File: src/rtl/spi_codec_cfg_seq_if.sv
// Bus bundle for the codec register-initialisation sequencer.
// Groups the host handshake, the table-memory port and the SPI pins so the
// sequencer and its environment connect through one port.
//   master : sequencer side (drives the o* signals)
//   slave  : environment side (drives iSTART, iTBL_DATA, iDOUT)
interface spi_codec_cfg_seq_if #(
  parameter int ADDR_W = 7,
  parameter int DATA_W = 8,
  parameter int TBL_AW = 7
);
  // host handshake / status
  logic                     iSTART;
  logic                     oBUSY;
  logic                     oDONE;
  logic                     oERR;
  logic [TBL_AW-1:0]        oERR_IDX;
  logic [DATA_W-1:0]        oRD_DATA;
  logic                     oRD_VALID;
  // table memory port
  logic [TBL_AW-1:0]        oTBL_ADDR;
  logic [ADDR_W+DATA_W-1:0] iTBL_DATA;
  // SPI pins
  logic                     oCS_n;
  logic                     oSCLK;
  logic                     oDIN;
  logic                     iDOUT;

  modport master (
    input  iSTART, iTBL_DATA, iDOUT,
    output oBUSY, oDONE, oERR, oERR_IDX, oRD_DATA, oRD_VALID,
           oTBL_ADDR, oCS_n, oSCLK, oDIN
  );

  modport slave (
    output iSTART, iTBL_DATA, iDOUT,
    input  oBUSY, oDONE, oERR, oERR_IDX, oRD_DATA, oRD_VALID,
           oTBL_ADDR, oCS_n, oSCLK, oDIN
  );
endinterface

File: src/rtl/spi_codec_cfg_seq.sv
// SPI register-initialisation sequencer for audio codecs.
// Walks an external table of {addr, data} words; for each entry it shifts out
// a write frame {addr, 0, data}, optionally reads the register back with a
// frame {addr, 1, ones}, compares, and retries on mismatch. An entry whose
// address field is all ones ends the table early.
// Ports:
//   iCLK_50  : system clock
//   iRESET_n : asynchronous active-low reset
//   bus      : master side of spi_codec_cfg_seq_if (start/status, table port,
//              SPI pins oCS_n/oSCLK/oDIN/iDOUT)
module spi_codec_cfg_seq #(
  parameter int CLK_DIV  = 63,
  parameter int ADDR_W   = 7,
  parameter int DATA_W   = 8,
  parameter int TBL_AW   = 7,
  parameter int WORD_NUM = 128,
  parameter int VERIFY   = 1,
  parameter int RETRY    = 2
) (
  input logic                 iCLK_50,
  input logic                 iRESET_n,
  spi_codec_cfg_seq_if.master bus
);

  localparam int FW   = ADDR_W + 1 + DATA_W;            // frame length in bits
  localparam int BCW  = $clog2(FW + 1);                 // holds 0..FW
  localparam int DIVW = (CLK_DIV > 1) ? $clog2(CLK_DIV) : 1;

  typedef enum logic [3:0] {
    IDLE, FETCH, LOAD, WR_FRAME, GAP, RD_FRAME, CHECK, NEXT, FIN
  } state_t;

  // ---------------------------------------------------------------------------
  // Free-running tick divider: one-cycle strobe every CLK_DIV clocks
  // ---------------------------------------------------------------------------
  logic [DIVW-1:0] div_q;
  logic            tick;

  assign tick = (div_q == DIVW'(CLK_DIV - 1));

  always_ff @(posedge iCLK_50 or negedge iRESET_n) begin
    if (!iRESET_n) begin
      div_q <= '0;
    end else if (tick) begin
      div_q <= '0;
    end else begin
      div_q <= div_q + 1'b1;
    end
  end

  // ---------------------------------------------------------------------------
  // Sequencer FSM with registered outputs
  // ---------------------------------------------------------------------------
  state_t            state_q;
  logic              busy_q;
  logic              done_q;
  logic              err_q;
  logic [TBL_AW-1:0] err_idx_q;
  logic [TBL_AW-1:0] tbl_addr_q;
  logic [TBL_AW-1:0] idx_q;
  logic [DATA_W-1:0] rd_data_q;
  logic              rd_valid_q;
  logic              cs_n_q;
  logic              sclk_q;
  logic              din_q;
  logic [2:0]        retry_q;
  logic              fetch_q;     // FETCH wait: 0 = address out, 1 = data arriving
  logic [ADDR_W-1:0] ent_addr_q;
  logic [DATA_W-1:0] ent_data_q;
  logic [FW-1:0]     shift_q;     // outgoing frame, MSB first
  logic [DATA_W-1:0] cap_q;       // last DATA_W bits seen on iDOUT
  logic [BCW-1:0]    bit_q;       // bits completed in the current frame
  logic              phase_q;     // 0 = next tick is falling edge, 1 = rising
  logic              lead_q;      // one idle tick before the first bit
  logic              gap_q;

  always_ff @(posedge iCLK_50 or negedge iRESET_n) begin
    if (!iRESET_n) begin
      state_q    <= IDLE;
      busy_q     <= 1'b0;
      done_q     <= 1'b0;
      err_q      <= 1'b0;
      err_idx_q  <= '0;
      tbl_addr_q <= '0;
      idx_q      <= '0;
      rd_data_q  <= '0;
      rd_valid_q <= 1'b0;
      cs_n_q     <= 1'b1;
      sclk_q     <= 1'b1;
      din_q      <= 1'b0;
      retry_q    <= '0;
      fetch_q    <= 1'b0;
      ent_addr_q <= '0;
      ent_data_q <= '0;
      shift_q    <= '0;
      cap_q      <= '0;
      bit_q      <= '0;
      phase_q    <= 1'b0;
      lead_q     <= 1'b0;
      gap_q      <= 1'b0;
    end else begin
      rd_valid_q <= 1'b0;

      case (state_q)
        IDLE: begin
          if (bus.iSTART) begin
            busy_q     <= 1'b1;
            done_q     <= 1'b0;
            err_q      <= 1'b0;
            err_idx_q  <= '0;
            idx_q      <= '0;
            retry_q    <= '0;
            tbl_addr_q <= '0;
            fetch_q    <= 1'b0;
            state_q    <= FETCH;
          end
        end

        // Table is synchronous: data valid one clock after the address, so
        // latch on the second cycle in this state.
        FETCH: begin
          if (fetch_q) begin
            ent_addr_q <= bus.iTBL_DATA[ADDR_W+DATA_W-1:DATA_W];
            ent_data_q <= bus.iTBL_DATA[DATA_W-1:0];
            state_q    <= LOAD;
          end else begin
            fetch_q <= 1'b1;
          end
        end

        LOAD: begin
          if (&ent_addr_q) begin
            state_q <= FIN;
          end else begin
            shift_q <= {ent_addr_q, 1'b0, ent_data_q};
            bit_q   <= '0;
            phase_q <= 1'b0;
            lead_q  <= 1'b1;
            state_q <= WR_FRAME;
          end
        end

        // Both frame types share the shifter. The lead tick keeps CS high for
        // at least two ticks between back-to-back frames (retries, next entry).
        WR_FRAME, RD_FRAME: begin
          if (tick) begin
            if (lead_q) begin
              lead_q <= 1'b0;
            end else if (!phase_q) begin
              if (bit_q == BCW'(FW)) begin
                // closing tick: release CS, park SCLK high
                cs_n_q <= 1'b1;
                sclk_q <= 1'b1;
                din_q  <= 1'b0;
                if (state_q == WR_FRAME) begin
                  gap_q   <= 1'b0;
                  state_q <= GAP;
                end else begin
                  rd_data_q  <= cap_q;
                  rd_valid_q <= 1'b1;
                  state_q    <= CHECK;
                end
              end else begin
                cs_n_q  <= 1'b0;
                sclk_q  <= 1'b0;
                din_q   <= shift_q[FW-1];
                shift_q <= {shift_q[FW-2:0], 1'b0};
                phase_q <= 1'b1;
              end
            end else begin
              sclk_q  <= 1'b1;
              cap_q   <= {cap_q[DATA_W-2:0], bus.iDOUT};
              bit_q   <= bit_q + 1'b1;
              phase_q <= 1'b0;
            end
          end
        end

        GAP: begin
          if (tick) begin
            if (gap_q) begin
              if (VERIFY == 0) begin
                state_q <= NEXT;
              end else begin
                shift_q <= {ent_addr_q, 1'b1, {DATA_W{1'b1}}};
                bit_q   <= '0;
                phase_q <= 1'b0;
                lead_q  <= 1'b1;
                state_q <= RD_FRAME;
              end
            end else begin
              gap_q <= 1'b1;
            end
          end
        end

        CHECK: begin
          if (rd_data_q == ent_data_q) begin
            state_q <= NEXT;
          end else if (retry_q < 3'(RETRY)) begin
            // rewrite the same entry without refetching it
            retry_q <= retry_q + 1'b1;
            shift_q <= {ent_addr_q, 1'b0, ent_data_q};
            bit_q   <= '0;
            phase_q <= 1'b0;
            lead_q  <= 1'b1;
            state_q <= WR_FRAME;
          end else begin
            // only the first exhausted entry is recorded
            if (!err_q) begin
              err_q     <= 1'b1;
              err_idx_q <= idx_q;
            end
            state_q <= NEXT;
          end
        end

        NEXT: begin
          retry_q <= '0;
          if (idx_q == TBL_AW'(WORD_NUM - 1)) begin
            state_q <= FIN;
          end else begin
            idx_q      <= idx_q + 1'b1;
            tbl_addr_q <= idx_q + 1'b1;
            fetch_q    <= 1'b0;
            state_q    <= FETCH;
          end
        end

        FIN: begin
          busy_q  <= 1'b0;
          done_q  <= 1'b1;
          state_q <= IDLE;
        end

        default: state_q <= IDLE;
      endcase
    end
  end

  assign bus.oBUSY     = busy_q;
  assign bus.oDONE     = done_q;
  assign bus.oERR      = err_q;
  assign bus.oERR_IDX  = err_idx_q;
  assign bus.oTBL_ADDR = tbl_addr_q;
  assign bus.oRD_DATA  = rd_data_q;
  assign bus.oRD_VALID = rd_valid_q;
  assign bus.oCS_n     = cs_n_q;
  assign bus.oSCLK     = sclk_q;
  assign bus.oDIN      = din_q;

endmodule

File: src/flat_wrapper.sv
// flat-port wrapper written by rule: the top's interface ports become plain ports
module spi_codec_cfg_seq_flat 
#(
  parameter int CLK_DIV  = 63,
  parameter int ADDR_W   = 7,
  parameter int DATA_W   = 8,
  parameter int TBL_AW   = 7,
  parameter int WORD_NUM = 128,
  parameter int VERIFY   = 1,
  parameter int RETRY    = 2
)
  (iCLK_50, iRESET_n, bus_iSTART, bus_iTBL_DATA, bus_iDOUT, bus_oBUSY, bus_oDONE, bus_oERR, bus_oERR_IDX, bus_oRD_DATA, bus_oRD_VALID, bus_oTBL_ADDR, bus_oCS_n, bus_oSCLK, bus_oDIN);
  spi_codec_cfg_seq_if #(.ADDR_W(ADDR_W), .DATA_W(DATA_W), .TBL_AW(TBL_AW)) bus_i ();
  input logic iCLK_50;
  input logic iRESET_n;
  input wire logic [$bits(bus_i.iSTART)-1:0] bus_iSTART;
  input wire logic [$bits(bus_i.iTBL_DATA)-1:0] bus_iTBL_DATA;
  input wire logic [$bits(bus_i.iDOUT)-1:0] bus_iDOUT;
  output wire logic [$bits(bus_i.oBUSY)-1:0] bus_oBUSY;
  output wire logic [$bits(bus_i.oDONE)-1:0] bus_oDONE;
  output wire logic [$bits(bus_i.oERR)-1:0] bus_oERR;
  output wire logic [$bits(bus_i.oERR_IDX)-1:0] bus_oERR_IDX;
  output wire logic [$bits(bus_i.oRD_DATA)-1:0] bus_oRD_DATA;
  output wire logic [$bits(bus_i.oRD_VALID)-1:0] bus_oRD_VALID;
  output wire logic [$bits(bus_i.oTBL_ADDR)-1:0] bus_oTBL_ADDR;
  output wire logic [$bits(bus_i.oCS_n)-1:0] bus_oCS_n;
  output wire logic [$bits(bus_i.oSCLK)-1:0] bus_oSCLK;
  output wire logic [$bits(bus_i.oDIN)-1:0] bus_oDIN;
  assign bus_i.iSTART = bus_iSTART;
  assign bus_i.iTBL_DATA = bus_iTBL_DATA;
  assign bus_i.iDOUT = bus_iDOUT;
  assign bus_oBUSY = bus_i.oBUSY;
  assign bus_oDONE = bus_i.oDONE;
  assign bus_oERR = bus_i.oERR;
  assign bus_oERR_IDX = bus_i.oERR_IDX;
  assign bus_oRD_DATA = bus_i.oRD_DATA;
  assign bus_oRD_VALID = bus_i.oRD_VALID;
  assign bus_oTBL_ADDR = bus_i.oTBL_ADDR;
  assign bus_oCS_n = bus_i.oCS_n;
  assign bus_oSCLK = bus_i.oSCLK;
  assign bus_oDIN = bus_i.oDIN;
  spi_codec_cfg_seq #(.CLK_DIV(CLK_DIV), .ADDR_W(ADDR_W), .DATA_W(DATA_W), .TBL_AW(TBL_AW), .WORD_NUM(WORD_NUM), .VERIFY(VERIFY), .RETRY(RETRY)) u_core (.iCLK_50(iCLK_50), .iRESET_n(iRESET_n), .bus(bus_i));
endmodule
File: config.mk
export PLATFORM = sky130hd
export DESIGN_NAME = spi_codec_cfg_seq_flat
export DESIGN_NICKNAME = d
export VERILOG_FILES = /design/src/rtl/spi_codec_cfg_seq_if.sv /design/src/rtl/spi_codec_cfg_seq.sv /design/src/flat_wrapper.sv
export SDC_FILE = /design/constraint.sdc
export NUM_CORES = 1
export LEC_CHECK = 0
export CORE_ASPECT_RATIO = 0.9
export CORE_MARGIN = 5
export CORE_UTILIZATION = 40
export CTS_BUF_LIST = sky130_fd_sc_hd__clkbuf_4 sky130_fd_sc_hd__clkbuf_8
export DETAILED_ROUTE_END_ITERATION = 16
export PLACE_DENSITY = 0.68
export SLEW_MARGIN = 10
export SYNTH_ARGS = -nofsm -noshare
export SYNTH_HDL_FRONTEND = slang
export SYNTH_SLANG_ARGS = --single-unit
File: constraint.sdc
create_clock -name iCLK_50 -period 2.7 [get_ports iCLK_50]
set_clock_uncertainty 0.15 [all_clocks]
set_input_delay 0.54 -clock iCLK_50 [delete_from_list [all_inputs] [get_ports iCLK_50]]
set_output_delay 0.54 -clock iCLK_50 [all_outputs]
set_load 0.02 [all_outputs]
==> impl_results.md, run 1 <==
- Status: finished, final reports clean
- Starting Density: 0.414
- Clock power share: 0.202
- Yosys top cell area share: 0.512
- Max Fclk: 0.395 GHz
- Longest Clk Path Bufs: 2
- GRT Total Usage: 0.153
- Cells after synthesis: 392
- Final Core Density: 0.500
- Initial DRC count: 144
- DR pass1 iterations: 4
- Clock Latency Late Sink: 0.37 ns
- Cell family contributing the most delay on the critical path: compound AO/OA/AOI/OAI gates
- # H-tree levels: 3
- Leak Pwr: 0.00227 uW
- Final hold vios: 0
- Sw frac: 0.348
- Seq/Total Area, Yosys: 0.524
- Comb pwr share: 0.375
- Syn nets: 417
- RSZ-0062 raised after global routing: no
- Sequential share of power: 0.424
- Bufs and invs on worst path: 2
- Yosys warnings: 0
- Reg clk slew, reported paths: 0.09 ns
- Final slew viol count: 0
- Pin count of the biggest net entering global routing: 60
- Cell taking the most area after synthesis: dfrtp_1
- First-pass GRT wire length: 15.7 mm
- N_diodes: 0
- Antenna violations before repair: 0
- Post-Route WL: 9.03 mm
- Final ANT Viol Nets: 0
- Synthesized area per cell: 11.0 um2
- Post_cts resized: 0
- Power Internal: 2910 uW
- Worst-path cell chain: inv_1, ha_1, nand2_1, o31a_1, a221o_2, a211oi_4, buf_12, mux2_2
- Area grow syn2layout: 20.8%
- # hold bufs at CTS: 0
- DR WL/cell: 15.4 um
- Setup Buffers After CTS: 0
- Core Area: 10,400 um2
- GPL Wtd Cong: 0.840
- Crit path kind: flop to flop
- Max-Cap Viols: 0
- Nets: 477
- Register bit total from synthesis: 90
- Most frequent cells after synthesis: dfrtp_1 (88), nand2_1 (50), mux2_2 (40)
- Number of global-route vias before repair: 3,120
- Tot Pwr: 4470 uW
- Layout fillers: 913
- CP Capture Type: flop
- Vias: 3,010
- Die height: 108 um
- Crit-path slowest cell: a221o_2
- TritonCTS clock tree: done
- Slew HR: 0.517
- Max VDD drop: 0.430 mV
- Primary FF master, synth: dfrtp_1
- Hold slack: 0.0801 ns
- Via-to-Cell Ratio: 5.14
- Number of synthesized flops with an enable pin: 0
- Pwr per Cell Area: 860 nW/um2
- TNS Setup: 0 ns
- Count of different cell masters after synthesis: 48
- Most frequent cell after synthesis: dfrtp_1
- Layout cell share with drive strength beyond 1: 0.204
- Remaining DRCs: 0
- Design Area, Final: 5190 um2
- Crit path time final: 2.53 ns
- Final period util: 0.938
- Dpl cell area: 4990 um2
- Share of synthesized registers carrying an async set or reset: 1.00
- Hold Path Class: input port to asynchronous set/reset pin
- Psw: 1550 uW
- Slew @ Worst Pin: 0.724 ns
- Die area: 12,900 um2
- Post-DP HPWL: 6.49 mm
- Worst endpoint required time: 2.81 ns
- IO Port Bufs: 47
- Die width: 119 um
- Worst path max stage delay: 0.47 ns
- # rows: 35
- Io pins: 48
- # setup viols final: 0
- Mapped Area: 4300 um2
- TritonCTS buffer count: 9
- Clock tree sinks: 90
- Arrival time worst endpoint: 2.64 ns
- Synth top area cells: dfrtp_1 (51%), mux2_2 (10%), nand2_1 (4.4%)
- Highest net fanout along the worst path: 16
- GRT Residual Overflow: 0
- CTS Root Cell: clkbuf_8
- Crit path launch type: flop
## routing by layer
metal	track usage	part of all wire	up-vias	wire, um
met5	0	0	-	0
met4	0.0447	0.013	0	113
met3	0.0408	0.037	11	336
met2	0.240	0.46	48	4140
met1	0.208	0.49	1453	4440
li1	-	-	1498	-
## state kept, by name, indices dropped and copies added, names as in the netlist
signal / count
u_core.bit_q: 5
u_core.bus.oBUSY: 1
u_core.bus.oCS_n: 1
u_core.bus.oDIN: 1
u_core.bus.oDONE: 1
u_core.bus.oERR: 1
u_core.bus.oERR_IDX: 7
u_core.bus.oRD_DATA: 8
u_core.bus.oRD_VALID: 1
u_core.bus.oSCLK: 1
u_core.bus.oTBL_ADDR: 7
u_core.cap_q: 8
u_core.div_q: 6
u_core.ent_addr_q: 7
u_core.ent_data_q: 8
u_core.fetch_q: 1
u_core.gap_q: 1
u_core.lead_q: 1
u_core.phase_q: 1
u_core.retry_q: 3
u_core.shift_q: 16
u_core.state_q: 4
## per-stage QoR
step	std cells	setup slack, ns
after global placement	570	0.211
after global routing	586	0.0410
after CTS	586	0.136
final	586	0.168
after floorplan	392	0.126
after detailed placement	570	0.126
## power groups by stage
stage / Clock, uW / Combinational (uW) / Sequential (uW)
5_1_grt: 982 / 1880 / 1930
6_report: 901 / 1670 / 1890
3_3_place_gp: 0 / 1620 / 1910
4_1_cts: 934 / 1690 / 1890
2_1_floorplan: 0 / 1330 / 1840
3_5_place_dp: 0 / 1690 / 1910
## final cells by class
type | count | area, um2 | area share
Inverter | 10 | 37.5 | 0.00723
Clock inverter | 4 | 31.3 | 0.00603
Tap cell | 129 | 161 | 0.0311
Timing Repair Buffer | 65 | 616 | 0.119
Sequential cell | 90 | 2260 | 0.435
Multi-Input combinational cell | 276 | 1920 | 0.371
Clock buffer | 12 | 165 | 0.0318
## placed cells by master (no fill, tap or decap), types with 4 or more instances in the layout
cell type        instances
xnor2_1                  9
a22o_1                   8
nor3_1                   6
inv_1                   10
a21oi_1                 12
buf_4                   18
ha_1                     6
nand2_1                 50
mux2i_1                  5
nand2b_1                 4
mux2_4                   8
o31ai_1                  8
and3_1                   4
nand4_1                  6
o21ai_0                 22
clkbuf_8                12
nor2_1                  37
xor2_1                   7
and2_1                   4
nor2b_1                  4
nand3_1                  7
clkdlybuf4s50_1         46
mux2_2                  40
dfrtp_1                 87
## worst paths after layout
check | startpoint | to | slack [ns] | depth (start not counted)
hold / removal | iRESET_n | u_core.shift_q[9] | 0.08 | 1
setup / recovery | u_core.div_q[0] | u_core.shift_q[4] | 0.17 | 8
setup reg to reg | u_core.div_q[0] | u_core.shift_q[4] | 0.17 | 8
hold reg to reg | u_core.div_q[5] | u_core.div_q[5] | 0.33 | 1
max in group asynchronous | iRESET_n | u_core.retry_q[2] | 1.64 | 2
min in group iCLK_50 | u_core.div_q[5] | u_core.div_q[5] | 0.33 | 1
## cell families (layout without fill, tap and decap cells)
| logic type | after synthesis | count (layout) | synth area share |
|---|---|---|---|
| simple gates | 133 | 133 | 0.145 |
| buf+inv | 26 | 91 | 0.0294 |
| flops | 90 | 90 | 0.524 |
| compound gates | 68 | 68 | 0.107 |
| fa+ha+maj | 6 | 6 | 0.0175 |
| mux | 53 | 53 | 0.144 |
| xor+xnor | 16 | 16 | 0.0326 |
## worst register-to-register path: cells and delay by family, from the launching register on
family / cells / cell delay, ns
AND/OR/NAND/NOR: 1 / 0.09
AO/OA/AOI/OAI: 3 / 1.04
multiplexers: 1 / 0.36
adder cells (fa/ha/maj): 1 / 0.16
buffers and inverters: 2 / 0.26
flip-flops: 1 / 0.38
Note: power is estimated with default switching activity, not from simulation.
==> run 2, diff against run 1 <==
CORE_MARGIN = not set   (was 5)
REMOVE_ABC_BUFFERS = 1   (was not set)
==> impl_results.md, run 2 (same netlist as run 1, synthesis figures left out) <==
- Status: finished with violations (was finished, final reports clean)
- Failing checks: DRC
- Hold path start: u_core.bus.oCS_n
- Setup Buffers After CTS: 0 (unchanged)
- GR Util met3: 0.0399 (was 0.0408)
- Nets: 478 (was 477)
- # setup viols final: 0 (unchanged)
- Max-Cap Viols: 0 (unchanged)
- TritonCTS buffer count: 9 (unchanged)
- First-pass GRT wire length: 15.0 mm (was 15.7 mm)
- Worst-path cell chain: ha_1, nand2_1, o31a_1, a221o_2, a211oi_4, buf_12, mux2_2 (was inv_1, ha_1, nand2_1, o31a_1, a221o_2, a211oi_4, buf_12, mux2_2)
- Tot Pwr: 4500 uW (was 4470 uW)
- Number of global-route vias before repair: 3,046 (was 3,120)
- Hold slack: 0.339 ns (was 0.0801 ns)
- Layout cell share with drive strength beyond 1: 0.197 (was 0.204)
- Longest Clk Path Bufs: 2 (unchanged)
- Io pins: 48 (unchanged)
- Core Area: 10,300 um2 (was 10,400 um2)
- Crit path launch type: flop (unchanged)
- CP Capture Type: flop (unchanged)
- Launch point of the worst reg-to-reg path: u_core.div_q[1] (was u_core.div_q[0])
- Worst endpoint required time: 2.80 ns (was 2.81 ns)
- DR WL/cell: 14.9 um (was 15.4 um)
- Final period util: 0.950 (was 0.938)
- Final hold vios: 0 (unchanged)
- Final slew viol count: 0 (unchanged)
- Via-to-Cell Ratio: 5.25 (was 5.14)
- Die width: 111 um (was 119 um)
- Global route hottest layer: met2 (unchanged)
- Pwr per Cell Area: 863 nW/um2 (was 860 nW/um2)
- Most common cell after layout, fill and taps aside: dfrtp_1 (unchanged)
- Max reg flops: 16 (unchanged)
- Highest net fanout along the worst path: 16 (unchanged)
- Final ANT Viol Nets: 0 (unchanged)
- Leak Pwr: 0.00228 uW (was 0.00227 uW)
- Die height: 100 um (was 108 um)
- Antenna violations before repair: 0 (unchanged)
- DR pass1 iterations: 10 (was 4)
- Post-DP HPWL: 6.19 mm (was 6.49 mm)
- Flop2flop setup slack: 0.13 ns (was 0.17 ns)
- Worst path max stage delay: 0.48 ns (was 0.47 ns)
- Hold Path End: u_core.bus.oCS_n
- Slew @ Worst Pin: 0.672 ns (was 0.724 ns)
- Layout fillers: 966 (was 913)
- Most frequent cells in the layout: dfrtp_1 (88), nand2_1 (50), clkdlybuf4s50_1 (46) (was dfrtp_1 (87), nand2_1 (50), clkdlybuf4s50_1 (46))
- Post-Route WL: 8.71 mm (was 9.03 mm)
- CTS Root Cell: clkbuf_8 (unchanged)
- Slew HR: 0.546 (was 0.517)
- N_diodes: 0 (unchanged)
- Crit-path slowest cell: a221o_2 (unchanged)
- Reg clk slew, reported paths: 0.08 ns (was 0.09 ns)
- Hold depth: 2
- Pin count of the biggest net entering global routing: 51 (was 60)
- TritonCTS clock tree: done (unchanged)
- Met1 usage: 0.230 (was 0.208)
- Max VDD drop: 0.395 mV (was 0.430 mV)
- Crit path kind: flop to flop (unchanged)
- Worst reg-to-reg path cell count: 7 (was 8)
- RSZ-0062 raised after global routing: no (unchanged)
- R2R Path End: u_core.shift_q[15] (was u_core.shift_q[4])
- Die area: 11,200 um2 (was 12,900 um2)
- Arrival time worst endpoint: 2.66 ns (was 2.64 ns)
- Clock Latency Late Sink: 0.37 ns (about the same)
- # H-tree levels: 3 (unchanged)
- Met2 Track Usage GR: 0.273 (was 0.240)
- Vias: 3,074 (was 3,010)
- Initial DRC count: 140 (was 144)
- Register with the most flip-flops: u_core.shift_q (unchanged)
- Remaining DRCs: 2 (was 0)
- GPL Wtd Cong: 0.820 (was 0.840)
- TNS Setup: 0 ns (unchanged)
- GRT Residual Overflow: 0 (unchanged)
- Clock tree sinks: 90 (unchanged)
- Crit path time final: 2.57 ns (was 2.53 ns)
- Area grow syn2layout: 21.2% (was 20.8%)
- Hold Path Class: flop to flop (was input port to asynchronous set/reset pin)
- IO Port Bufs: 47 (unchanged)
- Max Fclk: 0.390 GHz (was 0.395 GHz)
- Starting Density: 0.416 (was 0.414)
- # rows: 35 (unchanged)
- GRT Total Usage: 0.170 (was 0.153)
[run 2: changes by cell type in the layout (fill, tap and decap cells not counted)]
cell / previous run / this run
buf_12: 1 / 2
buf_4: 18 / 17
bufinv_16: 0 / 1
clkbuf_8: 12 / 10
dfrtp_1: 87 / 88
dfrtp_2: 1 / 0
dlygate4sd3_1: 0 / 1
nor4b_1: 2 / 3
nor4b_2: 1 / 0
[run 2: routing by layer]
| metal | share of wire | vias to the layer above |
|---|---|---|
| met4 | 0.0053 | 0 |
| met5 | 0 | - |
| li1 | - | 1498 |
| met1 | 0.49 | 1516 |
| met2 | 0.47 | 56 |
| met3 | 0.040 | 4 |
[run 2: worst max path at each step]
stage	slack [ns]	cells after the start	endpoint	start
final	0.13	7	u_core.shift_q[15]	u_core.div_q[1]
after global routing	0.03	7	u_core.shift_q[1]	u_core.div_q[1]
after CTS	0.14	7	u_core.shift_q[15]	u_core.div_q[1]
after detailed placement	0.14	7	u_core.shift_q[1]	u_core.div_q[1]
after global placement	0.20	8	u_core.shift_q[15]	u_core.div_q[0]
after floorplan	-0.1	7	u_core.shift_q[15]	u_core.div_q[0]
[run 2: what timing repair did]
item	CTS	global route
endpoints found under the setup margin	0	0
hold endpoints to repair	26	0
gates resized for setup	0	0
hold buffers	1	0
[run 2: report_power, final]
part | internal [uW] | switching, uW | total (uW)
logic | 860 | 825 | 1690
registers | 1640 | 238 | 1880
clock network | 455 | 474 | 929
total | 2960 | 1540 | 4500
[run 2: layout make-up]
type | instances | area, um2 | area share
multi-input combinational | 276 | 1920 | 0.368
sequential | 90 | 2250 | 0.433
inverter | 10 | 37.5 | 0.00721
timing repair buffer | 66 | 638 | 0.123
clock buffer | 10 | 138 | 0.0264
clock inverter | 5 | 61.3 | 0.0118
tap | 129 | 161 | 0.0310
[run 2: critical path, delay by kind of cell, from the launching register on]
| family | cells | cell delay (ns) |
|---|---|---|
| AND/OR/NAND/NOR | 1 | 0.09 |
| multiplexers | 1 | 0.34 |
| AO/OA/AOI/OAI | 3 | 1.06 |
| adder cells (fa/ha/maj) | 1 | 0.20 |
| flip-flops | 1 | 0.42 |
| buffers and inverters | 1 | 0.20 |
[run 2: metrics by stage]
stage	util	setup WS [ns]	cells	cell area, um2
after CTS	0.504	0.140	586	5210
final	0.504	0.134	586	5210
after floorplan	-	-0.0961	376	4210
after global routing	0.504	0.0268	586	5210
after detailed placement	0.484	0.145	570	5000
after global placement	0.484	0.200	570	5000
==> run 3, diff against run 2 <==
SKIP_LAST_GASP = 1   (was not set)
==> results of run 3 <==
No change in the layout: final DEF, timing and power equal those of run 2.
